### src/rtl/epsilon_stream_pkg.sv
// Shared types and helpers for the epsilon bit-stream producer.
//   state_t    : FSM encoding used by epsilon_stream_source
//   LFSR_TAPS  : Fibonacci tap mask (bit positions 16,14,13,11 -> bits 15,13,12,10)
//   lfsr_step8 : eight shift-left LFSR steps unrolled into one combinational function
package epsilon_stream_pkg;

  typedef enum logic [2:0] {
    IDLE,
    FETCH,
    SHIFT,
    WAIT_RES,
    DONE
  } state_t;

  localparam logic [15:0] LFSR_TAPS = 16'hB400;

  // Each step shifts left and feeds the XOR of the tapped bits into bit 0,
  // so after eight steps the old low byte has moved into the high byte.
  function automatic logic [15:0] lfsr_step8(input logic [15:0] value);
    logic [15:0] v;
    v = value;
    for (int i = 0; i < 8; i++) begin
      v = {v[14:0], ^(v & LFSR_TAPS)};
    end
    return v;
  endfunction

endpackage

### src/rtl/epsilon_stream_source_if.sv
// Handshake bundle between the epsilon stream producer and its environment.
//   master : producer side (epsilon_stream_source)
//   slave  : byte supplier / bit consumer / controller side
// Signals
//   start, src_lfsr            : sequence control
//   byte_dat, byte_vld, byte_rdy : external byte port
//   epsilon_dat, epsilon_vld, epsilon_lz : bit stream toward the consumer
//   is_random_dat, valid_dat   : consumer verdict
//   busy, done, verdict, timeout : status
interface epsilon_stream_source_if;

  logic       start;
  logic       src_lfsr;
  logic [7:0] byte_dat;
  logic       byte_vld;
  logic       byte_rdy;
  logic       epsilon_dat;
  logic       epsilon_vld;
  logic       epsilon_lz;
  logic       is_random_dat;
  logic       valid_dat;
  logic       busy;
  logic       done;
  logic       verdict;
  logic       timeout;

  modport master (
    input  start, src_lfsr, byte_dat, byte_vld, epsilon_lz, is_random_dat, valid_dat,
    output byte_rdy, epsilon_dat, epsilon_vld, busy, done, verdict, timeout
  );

  modport slave (
    output start, src_lfsr, byte_dat, byte_vld, epsilon_lz, is_random_dat, valid_dat,
    input  byte_rdy, epsilon_dat, epsilon_vld, busy, done, verdict, timeout
  );

endinterface

### src/rtl/epsilon_lfsr16.sv
// 16-bit Fibonacci LFSR used as the internal bit source.
// Ports
//   clk      in   clock, rising edge
//   rst      in   synchronous active-high reset, reloads LFSR_SEED
//   i_load   in   reload LFSR_SEED (sequence start)
//   i_step8  in   advance eight steps in one cycle
//   o_value  out  current LFSR state
module epsilon_lfsr16
  import epsilon_stream_pkg::*;
#(
  parameter logic [15:0] LFSR_SEED = 16'hACE1
) (
  input  logic        clk,
  input  logic        rst,
  input  logic        i_load,
  input  logic        i_step8,
  output logic [15:0] o_value
);

  logic [15:0] r_lfsr;

  always_ff @(posedge clk) begin
    if (rst || i_load) begin
      r_lfsr <= LFSR_SEED;
    end else if (i_step8) begin
      r_lfsr <= lfsr_step8(r_lfsr);
    end
  end

  assign o_value = r_lfsr;

endmodule

### src/rtl/epsilon_stream_source.sv
// Producer end of the epsilon bit stream. Serializes SEQ_LEN bits, MSB first
// per byte, one bit per consumer epsilon_lz pulse, from either the external
// byte port or the internal LFSR, then waits for the consumer verdict.
// Ports
//   clk  in  clock, rising edge
//   rst  in  synchronous active-high reset
//   bus  epsilon_stream_source_if.master: control, byte port, bit stream, verdict, status
module epsilon_stream_source
  import epsilon_stream_pkg::*;
#(
  parameter int          SEQ_LEN   = 128,
  parameter logic [15:0] LFSR_SEED = 16'hACE1,
  parameter int          TIMEOUT   = 4096
) (
  input  logic                     clk,
  input  logic                     rst,
  epsilon_stream_source_if.master  bus
);

  localparam int BCW = $clog2(SEQ_LEN + 1);
  localparam int WCW = $clog2(TIMEOUT + 1);
  localparam logic [BCW-1:0] BIT_LAST  = BCW'(SEQ_LEN - 1);
  localparam logic [WCW-1:0] WAIT_LAST = WCW'(TIMEOUT - 1);

  state_t           r_state;
  state_t           w_next;
  logic             r_src_lfsr;
  logic [7:0]       r_shreg;
  logic [BCW-1:0]   r_bit_cnt;
  logic [WCW-1:0]   r_wait_cnt;
  logic             r_eps_dat;
  logic             r_eps_vld;
  logic             r_verdict;
  logic             r_timeout;

  logic             w_byte_rdy;
  logic             w_busy;
  logic             w_done;
  logic             w_lfsr_load;
  logic             w_lfsr_step;
  logic             w_take;
  logic             w_byte_end;
  logic             w_last_bit;
  logic [15:0]      w_lfsr;
  logic [7:0]       w_unused_lfsr_lo;

  epsilon_lfsr16 #(
    .LFSR_SEED (LFSR_SEED)
  ) u_lfsr (
    .clk     (clk),
    .rst     (rst),
    .i_load  (w_lfsr_load),
    .i_step8 (w_lfsr_step),
    .o_value (w_lfsr)
  );

  // Only the high byte is ever serialized; the low byte feeds the LFSR itself.
  assign w_unused_lfsr_lo = w_lfsr[7:0];

  // bit_cnt counts from 0, so its low three bits give the position in the byte.
  assign w_byte_end = (r_bit_cnt[2:0] == 3'b111);
  assign w_last_bit = (r_bit_cnt == BIT_LAST);

  always_ff @(posedge clk) begin
    if (rst) begin
      r_state <= IDLE;
    end else begin
      r_state <= w_next;
    end
  end

  always_comb begin
    w_next = r_state;
    case (r_state)
      IDLE, DONE: if (bus.start) w_next = FETCH;
      FETCH:      if (r_src_lfsr || bus.byte_vld) w_next = SHIFT;
      SHIFT:      if (w_take && w_byte_end) w_next = w_last_bit ? WAIT_RES : FETCH;
      WAIT_RES:   if (bus.valid_dat || (r_wait_cnt == WAIT_LAST)) w_next = DONE;
      default:    w_next = IDLE;
    endcase
  end

  always_comb begin
    w_byte_rdy  = 1'b0;
    w_busy      = 1'b1;
    w_done      = 1'b0;
    w_lfsr_load = 1'b0;
    w_lfsr_step = 1'b0;
    w_take      = 1'b0;
    case (r_state)
      IDLE: begin
        w_busy      = 1'b0;
        w_lfsr_load = bus.start;
      end
      DONE: begin
        w_busy      = 1'b0;
        w_done      = 1'b1;
        w_lfsr_load = bus.start;
      end
      FETCH: begin
        w_byte_rdy  = !r_src_lfsr;
        w_lfsr_step = r_src_lfsr;
      end
      SHIFT:   w_take = bus.epsilon_lz;
      default: ;
    endcase
  end

  // Control, counters and registered stream outputs.
  always_ff @(posedge clk) begin
    if (rst) begin
      r_src_lfsr <= 1'b0;
      r_bit_cnt  <= '0;
      r_wait_cnt <= '0;
      r_eps_dat  <= 1'b0;
      r_eps_vld  <= 1'b0;
      r_verdict  <= 1'b0;
      r_timeout  <= 1'b0;
    end else begin
      case (r_state)
        IDLE, DONE: begin
          if (bus.start) begin
            r_src_lfsr <= bus.src_lfsr;
            r_bit_cnt  <= '0;
            r_timeout  <= 1'b0;
            r_verdict  <= 1'b0;
          end
        end
        FETCH: begin
          // epsilon_dat/vld hold while stalled here so the consumer sees a steady bit.
          if (r_src_lfsr) begin
            r_eps_dat <= w_lfsr[15];
            r_eps_vld <= 1'b1;
          end else if (bus.byte_vld) begin
            r_eps_dat <= bus.byte_dat[7];
            r_eps_vld <= 1'b1;
          end
        end
        SHIFT: begin
          if (w_take) begin
            r_bit_cnt <= r_bit_cnt + BCW'(1);
            if (w_byte_end) begin
              r_wait_cnt <= '0;
              if (w_last_bit) r_eps_vld <= 1'b0;
            end else begin
              r_eps_dat <= r_shreg[6];
            end
          end
        end
        WAIT_RES: begin
          // A verdict arriving on the final wait cycle takes precedence over timeout.
          if (bus.valid_dat) begin
            r_verdict <= bus.is_random_dat;
          end else if (r_wait_cnt == WAIT_LAST) begin
            r_timeout <= 1'b1;
            r_verdict <= 1'b0;
          end else begin
            r_wait_cnt <= r_wait_cnt + WCW'(1);
          end
        end
        default: ;
      endcase
    end
  end

  // Byte shift register: pure data, loaded in FETCH and shifted per consumed bit.
  always_ff @(posedge clk) begin
    if (w_lfsr_step) begin
      r_shreg <= w_lfsr[15:8];
    end else if (w_byte_rdy && bus.byte_vld) begin
      r_shreg <= bus.byte_dat;
    end else if (w_take) begin
      r_shreg <= {r_shreg[6:0], 1'b0};
    end
  end

  assign bus.byte_rdy    = w_byte_rdy;
  assign bus.epsilon_dat = r_eps_dat;
  assign bus.epsilon_vld = r_eps_vld;
  assign bus.busy        = w_busy;
  assign bus.done        = w_done;
  assign bus.verdict     = r_verdict;
  assign bus.timeout     = r_timeout;

endmodule

### src/flat_wrapper.sv
// flat-port wrapper written by rule: the top's interface ports become plain ports
module epsilon_stream_source_flat import epsilon_stream_pkg::*;
#(
  parameter int          SEQ_LEN   = 128,
  parameter logic [15:0] LFSR_SEED = 16'hACE1,
  parameter int          TIMEOUT   = 4096
)
  (clk, rst, bus_start, bus_src_lfsr, bus_byte_dat, bus_byte_vld, bus_epsilon_lz, bus_is_random_dat, bus_valid_dat, bus_byte_rdy, bus_epsilon_dat, bus_epsilon_vld, bus_busy, bus_done, bus_verdict, bus_timeout);
  epsilon_stream_source_if bus_i ();
  input  logic clk;
  input  logic rst;
  input wire logic [$bits(bus_i.start)-1:0] bus_start;
  input wire logic [$bits(bus_i.src_lfsr)-1:0] bus_src_lfsr;
  input wire logic [$bits(bus_i.byte_dat)-1:0] bus_byte_dat;
  input wire logic [$bits(bus_i.byte_vld)-1:0] bus_byte_vld;
  input wire logic [$bits(bus_i.epsilon_lz)-1:0] bus_epsilon_lz;
  input wire logic [$bits(bus_i.is_random_dat)-1:0] bus_is_random_dat;
  input wire logic [$bits(bus_i.valid_dat)-1:0] bus_valid_dat;
  output wire logic [$bits(bus_i.byte_rdy)-1:0] bus_byte_rdy;
  output wire logic [$bits(bus_i.epsilon_dat)-1:0] bus_epsilon_dat;
  output wire logic [$bits(bus_i.epsilon_vld)-1:0] bus_epsilon_vld;
  output wire logic [$bits(bus_i.busy)-1:0] bus_busy;
  output wire logic [$bits(bus_i.done)-1:0] bus_done;
  output wire logic [$bits(bus_i.verdict)-1:0] bus_verdict;
  output wire logic [$bits(bus_i.timeout)-1:0] bus_timeout;
  assign bus_i.start = bus_start;
  assign bus_i.src_lfsr = bus_src_lfsr;
  assign bus_i.byte_dat = bus_byte_dat;
  assign bus_i.byte_vld = bus_byte_vld;
  assign bus_i.epsilon_lz = bus_epsilon_lz;
  assign bus_i.is_random_dat = bus_is_random_dat;
  assign bus_i.valid_dat = bus_valid_dat;
  assign bus_byte_rdy = bus_i.byte_rdy;
  assign bus_epsilon_dat = bus_i.epsilon_dat;
  assign bus_epsilon_vld = bus_i.epsilon_vld;
  assign bus_busy = bus_i.busy;
  assign bus_done = bus_i.done;
  assign bus_verdict = bus_i.verdict;
  assign bus_timeout = bus_i.timeout;
  epsilon_stream_source #(.SEQ_LEN(SEQ_LEN), .LFSR_SEED(LFSR_SEED), .TIMEOUT(TIMEOUT)) u_core (.clk(clk), .rst(rst), .bus(bus_i));
endmodule
### config.mk
export PLATFORM = sky130hd
export DESIGN_NAME = epsilon_stream_source_flat
export DESIGN_NICKNAME = d
export VERILOG_FILES = /design/src/rtl/epsilon_stream_pkg.sv /design/src/rtl/epsilon_stream_source_if.sv /design/src/rtl/epsilon_lfsr16.sv /design/src/rtl/epsilon_stream_source.sv /design/src/flat_wrapper.sv
export SDC_FILE = /design/constraint.sdc
export NUM_CORES = 1
export LEC_CHECK = 0
export CAP_MARGIN = 20
export CORE_MARGIN = 5
export CORE_UTILIZATION = 26
export CTS_CLUSTER_DIAMETER = 80
export DETAILED_ROUTE_END_ITERATION = 8
export PLACE_DENSITY_LB_ADDON = 0.15
export SYNTH_ARGS = -nofsm -noshare
export SYNTH_HDL_FRONTEND = slang
export SYNTH_SLANG_ARGS = --single-unit
### constraint.sdc
create_clock -name clk -period 2.7 [get_ports clk]
set_input_delay 0.405 -clock clk [delete_from_list [all_inputs] [get_ports clk]]
set_output_delay 0.405 -clock clk [all_outputs]
set_load 0.02 [all_outputs]
# Yosys cells after proc, flatten, opt, wreduce, memory -nomap -nowiden
# Cells that the tools add are included.
[classes] muxes=41 n_shift=0 magnitude_cmp=0 eq_ne=20 div_mod_pow=0 mul=0 bitwise_logic=0 n_reduce_logical=29 add_sub_neg=2
[ops] cell="$reduce_xor 16->1" n=8
[ops] cell="$mux 13" n=4
[ops] cell="$pmux 13 s2" n=1
[ops] cell="$mux 7" n=3
[ops] cell="$mux 1" n=20
[ops] cell="$mux 8" n=2
[ops] cell="$ne 2x1->1 const B" n=8
[ops] cell="$pmux 8 s2" n=1
[ops] cell="$add 13x1->13 const B" n=1
[ops] cell="$eq 13x12->1 const B" n=1
[ops] cell="$mux 3" n=4
[ops] cell="$pmux 3 s4" n=1
[ops] cell="$reduce_and 4->1" n=3
[ops] cell="$reduce_and 5->1" n=2
[ops] cell="$add 8x1->8 const B" n=1
[ops] cell="$eq 8x7->1 const B" n=1
[ops] cell="$pmux 1 s2" n=4
[ops] cell="$reduce_bool 2->1" n=4
[ops] cell="$eq 3x2->1 const B" n=2
[ops] cell="$eq 3x3->1 const B" n=2
[ops] cell="$ne 2x2->1 const B" n=3
[ops] cell="$ne 3x2->1 const B" n=2
[ops] cell="$reduce_and 3->1" n=2
[ops] cell="$eq 3x1->1 const B" n=1
[ops] cell="other kinds (8)" n=11
[totals] ff_bits=52 n_memories=0 latchBits=0 output_inout_bits=7 ramBits=0 mem_bits_ro=0 word_cells=102

# Logic depth before layout (Yosys ltp)
# Gate-level depths: netlist of run 1.
[depth] depth_word=5 mapped_depth=7 mapped_depth_nobuf=7

# Cells and area by module
# Synthesis of run 1 repeated with hierarchy kept, for this count alone.
[unflattened] cells_unflattened=294 area_unflattened_um2=2819.0
[by_module_without_submodules] mod="epsilon_stream_source" instances=1 cells_per_inst=220 area_per_inst_um2=2059.5
[by_module_without_submodules] mod="epsilon_lfsr16" instances=1 cells_per_inst=74 area_per_inst_um2=759.5

# Worst setup path after synthesis of run 1
# Ideal clock, no wire load.
[synth_path] kind="reg2reg" start="register u_core.r_state[2]" end="register u_core.r_shreg[1] (data pin)" path_buffers=1 t_arrival_ns=2.064 synth_period_minus_slack_ns=2.332 path_stages_with_launch=6 setup_time_ns=0.268 slack_ns=0.368 cell_sequence="dfxtp_1 buf_2 nor4b_1 nand2_1 mux2i_1 o21ai_0"
[synth_via] elab_chain_cells=5 elab_cells_between_ends=6 classes_between="1 x eq/ne; 4 x mux; 1 x reduce/logical"
[synth_lines] item="start: declaration" line="epsilon_stream_source.sv:25" source="state_t r_state;"
[synth_lines] item="start signal: assignment" line="epsilon_stream_source.sv:68" source="r_state <= w_next;"
[synth_lines] item="$eq 3x1->1" line="epsilon_stream_source.sv:90" source="case (r_state)"
[synth_lines] item="$mux 1" line="epsilon_stream_source.sv:90"
[synth_lines] item="named net bus_byte_rdy" line="flat_wrapper.sv:19" source="output wire logic [$bits(bus_i.byte_rdy)-1:0] bus_byte_rdy;"
[synth_lines] item="$logic_and 1x1->1" line="epsilon_stream_source.sv:170" source="end else if (w_byte_rdy && bus.byte_vld) begin"
[synth_lines] item="$mux 7" line="epsilon_stream_source.sv:170"
[synth_lines] item="$mux 7" line="epsilon_stream_source.sv:168" source="if (w_lfsr_step) begin"
[synth_lines] item="end signal: assignment" line="epsilon_stream_source.sv:169" source="r_shreg <= w_lfsr[15:8];"
[synth_lines] item="end signal: assignment" line="epsilon_stream_source.sv:171" source="r_shreg <= bus.byte_dat;"
[synth_lines] item="end signal: assignment" line="epsilon_stream_source.sv:173" source="r_shreg <= {r_shreg[6:0], 1'b0};"
[synth_lines] item="end: declaration" line="epsilon_stream_source.sv:28" source="logic [7:0] r_shreg;"
# The timed path passes the listed nets, and every way through them passes these cells.
# A chain may end at the register's enable or synchronous reset.

# Worst setup path in the final report of run 1
[layout_path] start="register u_core.r_state[0]" end="output port bus_byte_rdy"
[layout_via] elab_chain_cells=2
[layout_lines] item="$eq 3x1->1" line="epsilon_stream_source.sv:90"
[layout_lines] item="$mux 1" line="epsilon_stream_source.sv:90"
[layout_lines] item="end: declaration" line="flat_wrapper.sv:19"
# Every way passes these cells.

==> results of run 1 <==
-- layout by cell type, fill, tap and decap left out, types with 3 or more instances in the layout --
cell,n
dfxtp_1,45
nand2_1,43
nor2_1,28
clkdlybuf4s50_1,22
xnor2_1,21
a21oi_1,17
nand3_1,14
o21ai_0,12
mux2i_1,9
nand2b_1,8
o211ai_1,7
buf_4,7
edfxtp_1,7
a211oi_1,6
xor2_1,5
nand4_1,5
a31oi_1,5
clkbuf_8,5
and2_1,4
inv_1,4
or4_1,4
nand3b_1,3
o41ai_1,3
ha_1,3
-- worst max-delay path, cell delays in order (launching register included) --
cell	delay, ns
dfxtp_1	0.63
nor4b_1	0.28
buf_4	0.18
clkdlybuf4s50_1	0.61
-- metrics by stage --
stage | hold WS [ns] | util [%] | cells
4_1_cts | 0.444 | 31.6 | 455
3_5_place_dp | 0.446 | 30.6 | 447
3_3_place_gp | 0.444 | 30.6 | 447
5_1_grt | 0.464 | 31.6 | 455
2_1_floorplan | 0.432 | - | 301
6_report | 0.447 | 31.6 | 455
-- metal layers --
layer  GRT usage [%]  vias to the layer above
met4            3.20                        0
met1            14.3                     1008
met3            2.30                        7
met2            17.4                       28
li1                -                     1108
met5               0                        -
-- cells by family after synthesis --
| logic type | count (synthesis) |
|---|---|
| adders and majority gates | 3 |
| buffers and inverters | 20 |
| xor gates and xnor gates | 26 |
| muxes | 11 |
| AOI/OAI and AO/OA | 62 |
| and+or+nand+nor | 127 |
| DFF | 52 |
-- worst paths after layout --
kind / from / to / depth (start not counted)
hold reg to reg: u_core.u_lfsr.o_value[1]$_SDFFE_PP0P_ / u_core.u_lfsr.o_value[9]$_SDFFE_PP0P_ / 2
setup / recovery: u_core.r_state[0]$_SDFFE_PP0P_ / bus_byte_rdy / 3
setup reg to reg: u_core.r_bit_cnt[0]$_SDFFE_PP0P_ / u_core.r_wait_cnt[9]$_SDFFE_PP0P_ / 7
hold / removal: u_core.u_lfsr.o_value[1]$_SDFFE_PP0P_ / u_core.u_lfsr.o_value[9]$_SDFFE_PP0P_ / 2
-- power groups by stage --
stage                     Combinational [W]  Sequential (W)  Clock [W]
after floorplan                    0.000166        0.000853          0
after global placement             0.000254        0.000867          0
after detailed placement           0.000255        0.000867          0
after CTS                          0.000257        0.000849   0.000502
after global routing               0.000278        0.000853   0.000533
final                              0.000252        0.000849   0.000478
-- flip-flops by register name, indices dropped and copies added, names as in the netlist --
register,count
u_core.bus.epsilon_dat,1
u_core.bus.epsilon_vld,1
u_core.bus.timeout,1
u_core.bus.verdict,1
u_core.r_bit_cnt,8
u_core.r_shreg,7
u_core.r_src_lfsr,1
u_core.r_state,3
u_core.r_wait_cnt,13
u_core.u_lfsr.o_value,16
-- cell type report --
type	count	share of cell area, %
multi-input cells	229	46.4
flip-flops and latches	52	35.8
repair buffers	29	8.80
well taps	133	5.37
clock buffers	5	2.22
clock inverters	3	0.848
inverters	4	0.484
==> impl_results.md, run 1 <==
- Top_reg_cell synth: dfxtp_1
- Clock share of power: 30.3%
- Chip width: 111 um
- DRC errors left: 0
- Mapped Cells: 301
- CTS Sinks: 52
- Slew headroom: 55.8%
- #FFs+latches synth: 52
- DP Wirelength: 4760 um
- Final instance area: 3100 um^2
- VDD IR max: around 0.00016 V
- Sequential share of power: 53.8%
- Hold_buf cts: 0
- Met2 WL post-DR: about 3000 um
- First-pass GRT wire length: 10,800 um
- Clk buf depth: 2
- Tcrit/Tclk final: 89.6%
- Register area: 1110 um^2
- Clock Skew: 0.0122 ns
- Gr ovfl total: 0
- Clock-pin slew on the worst setup and hold paths: 0.11 ns
- Total setup buffers inserted after CTS: 0
- Share of post-route cells with drive strength above 1: 7.76%
- Die height: 111 um
- Final hold violation count: 0
- DR WL met3: 173 um
- Ports: 23
- CTS Buf Count: 5
- Largest family of logic cells by synthesized area: simple AND/OR/NAND/NOR gates
- Hold Crit Class: reg2reg
- WL met1: 3270 um
- Skew-Pair Late Insertion Delay: between 0.3 and 0.4 ns
- DR pass1 iterations: 4
- WS Path Type: reg2out
- Place WS: 0.403 ns
- Syn_nets: 320
- WL final: 6530 um
- Synth Area in Compound Gates: 15.3%
- Largest net degree at the start of global routing: 30
- Post-DP Area: 3000 um^2
- Pins Over Slew Limit: 0
- Number of global-route vias before repair: 2,093
- Worst EP required: 2.30 ns
- Final net count: 340
- Power Internal: between 0.001 and 0.0015 W
- Worst Max-Slew Pin Slew: 0.661 ns
- Mean area per synthesized cell: 8.75 um^2
- Multiplexer area fraction after synthesis: 4.28%
- Commonest cells in the synthesized netlist: dfxtp_1, nand2_1, nor2_1, xnor2_1, a21oi_1
- Share of the synthesized area in the top cell type: between 30% and 40%
- Power per standard cell area: roughly 510 nW/um^2
- DIE AREA: 12,200 um^2
- Area contributors post-synth: dfxtp_1, edfxtp_1, xnor2_1
- Initial Utilization: 26.8%
- Total GRT Usage: a little over a tenth
- CP max FO: 14
- CTS tree: yes
- Post-route setup slack: 0.279 ns
- H-tree levels: 2
- XOR/XNOR share of the synthesized area: 8.65%
- Crit path DAT: 2.02 ns
- Netlist cell types: 50
- Inserted Diodes: 0
- P_leak: between 1 and 1.5 nW
- Routed WL per cell: 14.4 um
- Final total power: ~0.0016 W
- RD Place Congestion: 0.813
- Post-Route Setup TNS: 0 ns
- Number of flops mapped to enable cells by yosys: 7
- Synth warn: 0
- Final setup vio count: 0
- Area of the core: 9820 um^2
- Synth Area in Adders: 1.43%
- Violation count after the first detailed-routing iteration: 46
- Routed Antenna Nets: 0
- Root Buffer: clkbuf_8
- RSZ-0062 raised after global routing: false
- Initial antenna violation count: 0
- Psw: 0.000453 W
- Synth Area in Simple Gates: 25.0%
- Startpoint Class: flip-flop
- Max-cap viol count: 0
- CP Capture Type: output port
- Row count: 36
- Most common cell in the netlist: dfxtp_1
- Sw Share: 28.7%
- Register area share after synthesis: 42.2%
- Vias per cell: between 4 and 5
- Area grow syn2layout: 17.7%
- IO Port Bufs: 22
- Synth area leader: dfxtp_1
- # resized after CTS: 0
- Asr flop ratio synth: 0%
- Flop2flop setup slack: 0.42 ns
- Combinational share of power: 16.0%
- Routed vias: 2,151
- Area of the multi-input gates: 1440 um^2
- Fill cells: 1,094
- Cell Area, Synth: between 2000 and 3000 um^2
- Tmin final: approximately 2.4 ns
- Status: finished clean
- Top Layer Used: met4
- Max Freq: approximately 410 MHz
No activity file was read; power rests on OpenSTA's default activity.
==> run 2: changes to the inputs <==
--- a/config.mk
+++ b/config.mk
@@ -11,6 +11,8 @@
 export CTS_CLUSTER_DIAMETER = 80
 export DETAILED_ROUTE_END_ITERATION = 8
 export PLACE_DENSITY_LB_ADDON = 0.15
+export RECOVER_POWER = 100
+export SKIP_LAST_GASP = 1
 export SYNTH_ARGS = -nofsm -noshare
 export SYNTH_HDL_FRONTEND = slang
 export SYNTH_SLANG_ARGS = --single-unit
==> impl_results.md, run 2 (same netlist as run 1, synthesis figures left out) <==
- Worst path bufs/invs: 2
- VDD IR max: 0.000161 V
- RD Place Congestion: between 0.8 and 0.9
- RSZ-0062 raised after global routing: false
- Clock Skew: 0.0122 ns
- CTS tree: yes
- DIE AREA: roughly 12,000 um^2
- Max stage delay cell, worst path: dlygate4sd3_1
- Total GRT Usage: 10.7%
- Ports: 23
- CP Capture Type: output port
- Gr ovfl total: 0
- DP Wirelength: about 4800 um
- Max reg flops: 16
- Most frequent cells in the layout: dfxtp_1, nand2_1, nor2_1
- Routed WL per cell: 14.4 um
- Register area: 1110 um^2
- Vias per cell: 4.73
- Worst Max-Slew Pin Slew: 1.14 ns
- Fill cells: 1,098
- Total setup buffers inserted after CTS: 0
- Hold_buf cts: 0
- Max Freq: 403 MHz
- Chip width: 111 um
- Violation count after the first detailed-routing iteration: 47
- Number of global-route vias before repair: 2,093
- Critical path's top delay family: buffers and inverters
- Routed Antenna Nets: 0
- Routed vias: 2,152
- Hold Crit Class: reg2reg
- IO Port Bufs: 22
- CTS Sinks: 52
- P_leak: 1.08 nW
- Final hold violation count: 0
- Status: finished clean
- CP cell instances: nor4b_1 > buf_4 > dlygate4sd3_1
- Pins Over Slew Limit: 0
- Die height: 111 um
- Share of post-route cells with drive strength above 1: under 10%
- Final setup vio count: 0
- Final instance area: between 3000 and 4000 um^2
- WS Path Type: reg2out
- Max-cap viol count: 0
- CP max FO: 14
- Inserted Diodes: 0
- Largest net degree at the start of global routing: 30
- Area grow syn2layout: 17.3%
- # resized after CTS: 0
- Largest stage delay, worst path: 0.68 ns
- Initial Utilization: 26.8%
- Tmin final: 2.48 ns
- Area of the core: between 9000 and 10,000 um^2
- Row count: 36
- H-tree levels: 2
- Initial antenna violation count: 0
- Crit path DAT: 2.08 ns
- WL final: 6530 um
- Slew headroom: 24.2%
- Startpoint Class: flip-flop
- Root Buffer: clkbuf_8
- DR pass1 iterations: 4
- Fin util: between 30% and 40%
- First-pass GRT wire length: 10,800 um
- Tcrit/Tclk final: 91.9%
- Clock-pin slew on the worst setup and hold paths: 0.11 ns
- DRC errors left: 0
- Area of the multi-input gates: roughly 1400 um^2
- Post-Route Setup TNS: 0 ns
- Worst EP required: approximately 2.3 ns
- Clk buf depth: 2
- Final net count: 340
- Skew-Pair Late Insertion Delay: 0.32 ns
- Power per standard cell area: 508 nW/um^2
- Most common cell after layout, fill and taps aside: dfxtp_1
- Final total power: 0.00157 W
- Post-DP Area: 3000 um^2
- CTS Buf Count: 5
-- run 2: final cells by class --
class	instances	share of cell area [%]
Tap cell	133	5.39
Clock inverter	3	0.851
Sequential cell	52	36.0
Clock buffer	5	2.23
Multi-Input combinational cell	229	46.3
Timing Repair Buffer	29	8.75
Inverter	4	0.486
-- run 2: per-stage QoR --
| stage | std cells | worst slack, ns | hold WS (ns) |
|---|---|---|---|
| 4_1_cts | 455 | 0.267 | 0.444 |
| 3_5_place_dp | 447 | 0.403 | 0.446 |
| 3_3_place_gp | 447 | 0.432 | 0.444 |
| 6_report | 455 | 0.217 | 0.447 |
| 2_1_floorplan | 301 | 0.368 | 0.432 |
| 5_1_grt | 455 | 0.0847 | 0.464 |
-- run 2: tightest hold or removal path, stage by stage, from the launching register on --
cell	delay, ns
dfxtp_1	0.32
nand2_1	0.05
a21oi_1	0.05
-- run 2: where the power goes --
group          leakage, nW  switching [W]  internal (W)
combinational        0.601       0.000135      0.000110
clock               0.0491       0.000286      0.000191
sequential           0.429      0.0000303      0.000818
total                 1.08       0.000451       0.00112
-- run 2: worst paths after layout --
check             cells after the start                                   from  slack [ns]                               endpoint
hold / removal                        2  u_core.u_lfsr.o_value[1]$_SDFFE_PP0P_        0.45  u_core.u_lfsr.o_value[9]$_SDFFE_PP0P_
setup / recovery                      3         u_core.r_state[0]$_SDFFE_PP0P_        0.22                           bus_byte_rdy
setup reg to reg                      4         u_core.r_state[0]$_SDFFE_PP0P_        0.34        u_core.bus.timeout$_SDFFE_PP0P_
hold reg to reg                       2  u_core.u_lfsr.o_value[1]$_SDFFE_PP0P_        0.45  u_core.u_lfsr.o_value[9]$_SDFFE_PP0P_
-- run 2: metal layers --
metal / wire (um) / GRT usage, % / share of wire, % / vias to the layer above
li1: - / - / - / 1106
met1: 3280 / 14.3 / 50 / 1011
met2: 3010 / 17.4 / 46 / 28
met3: 163 / 2.30 / 2.5 / 7
met4: 82 / 3.20 / 1.3 / 0
met5: 0 / 0 / 0 / -
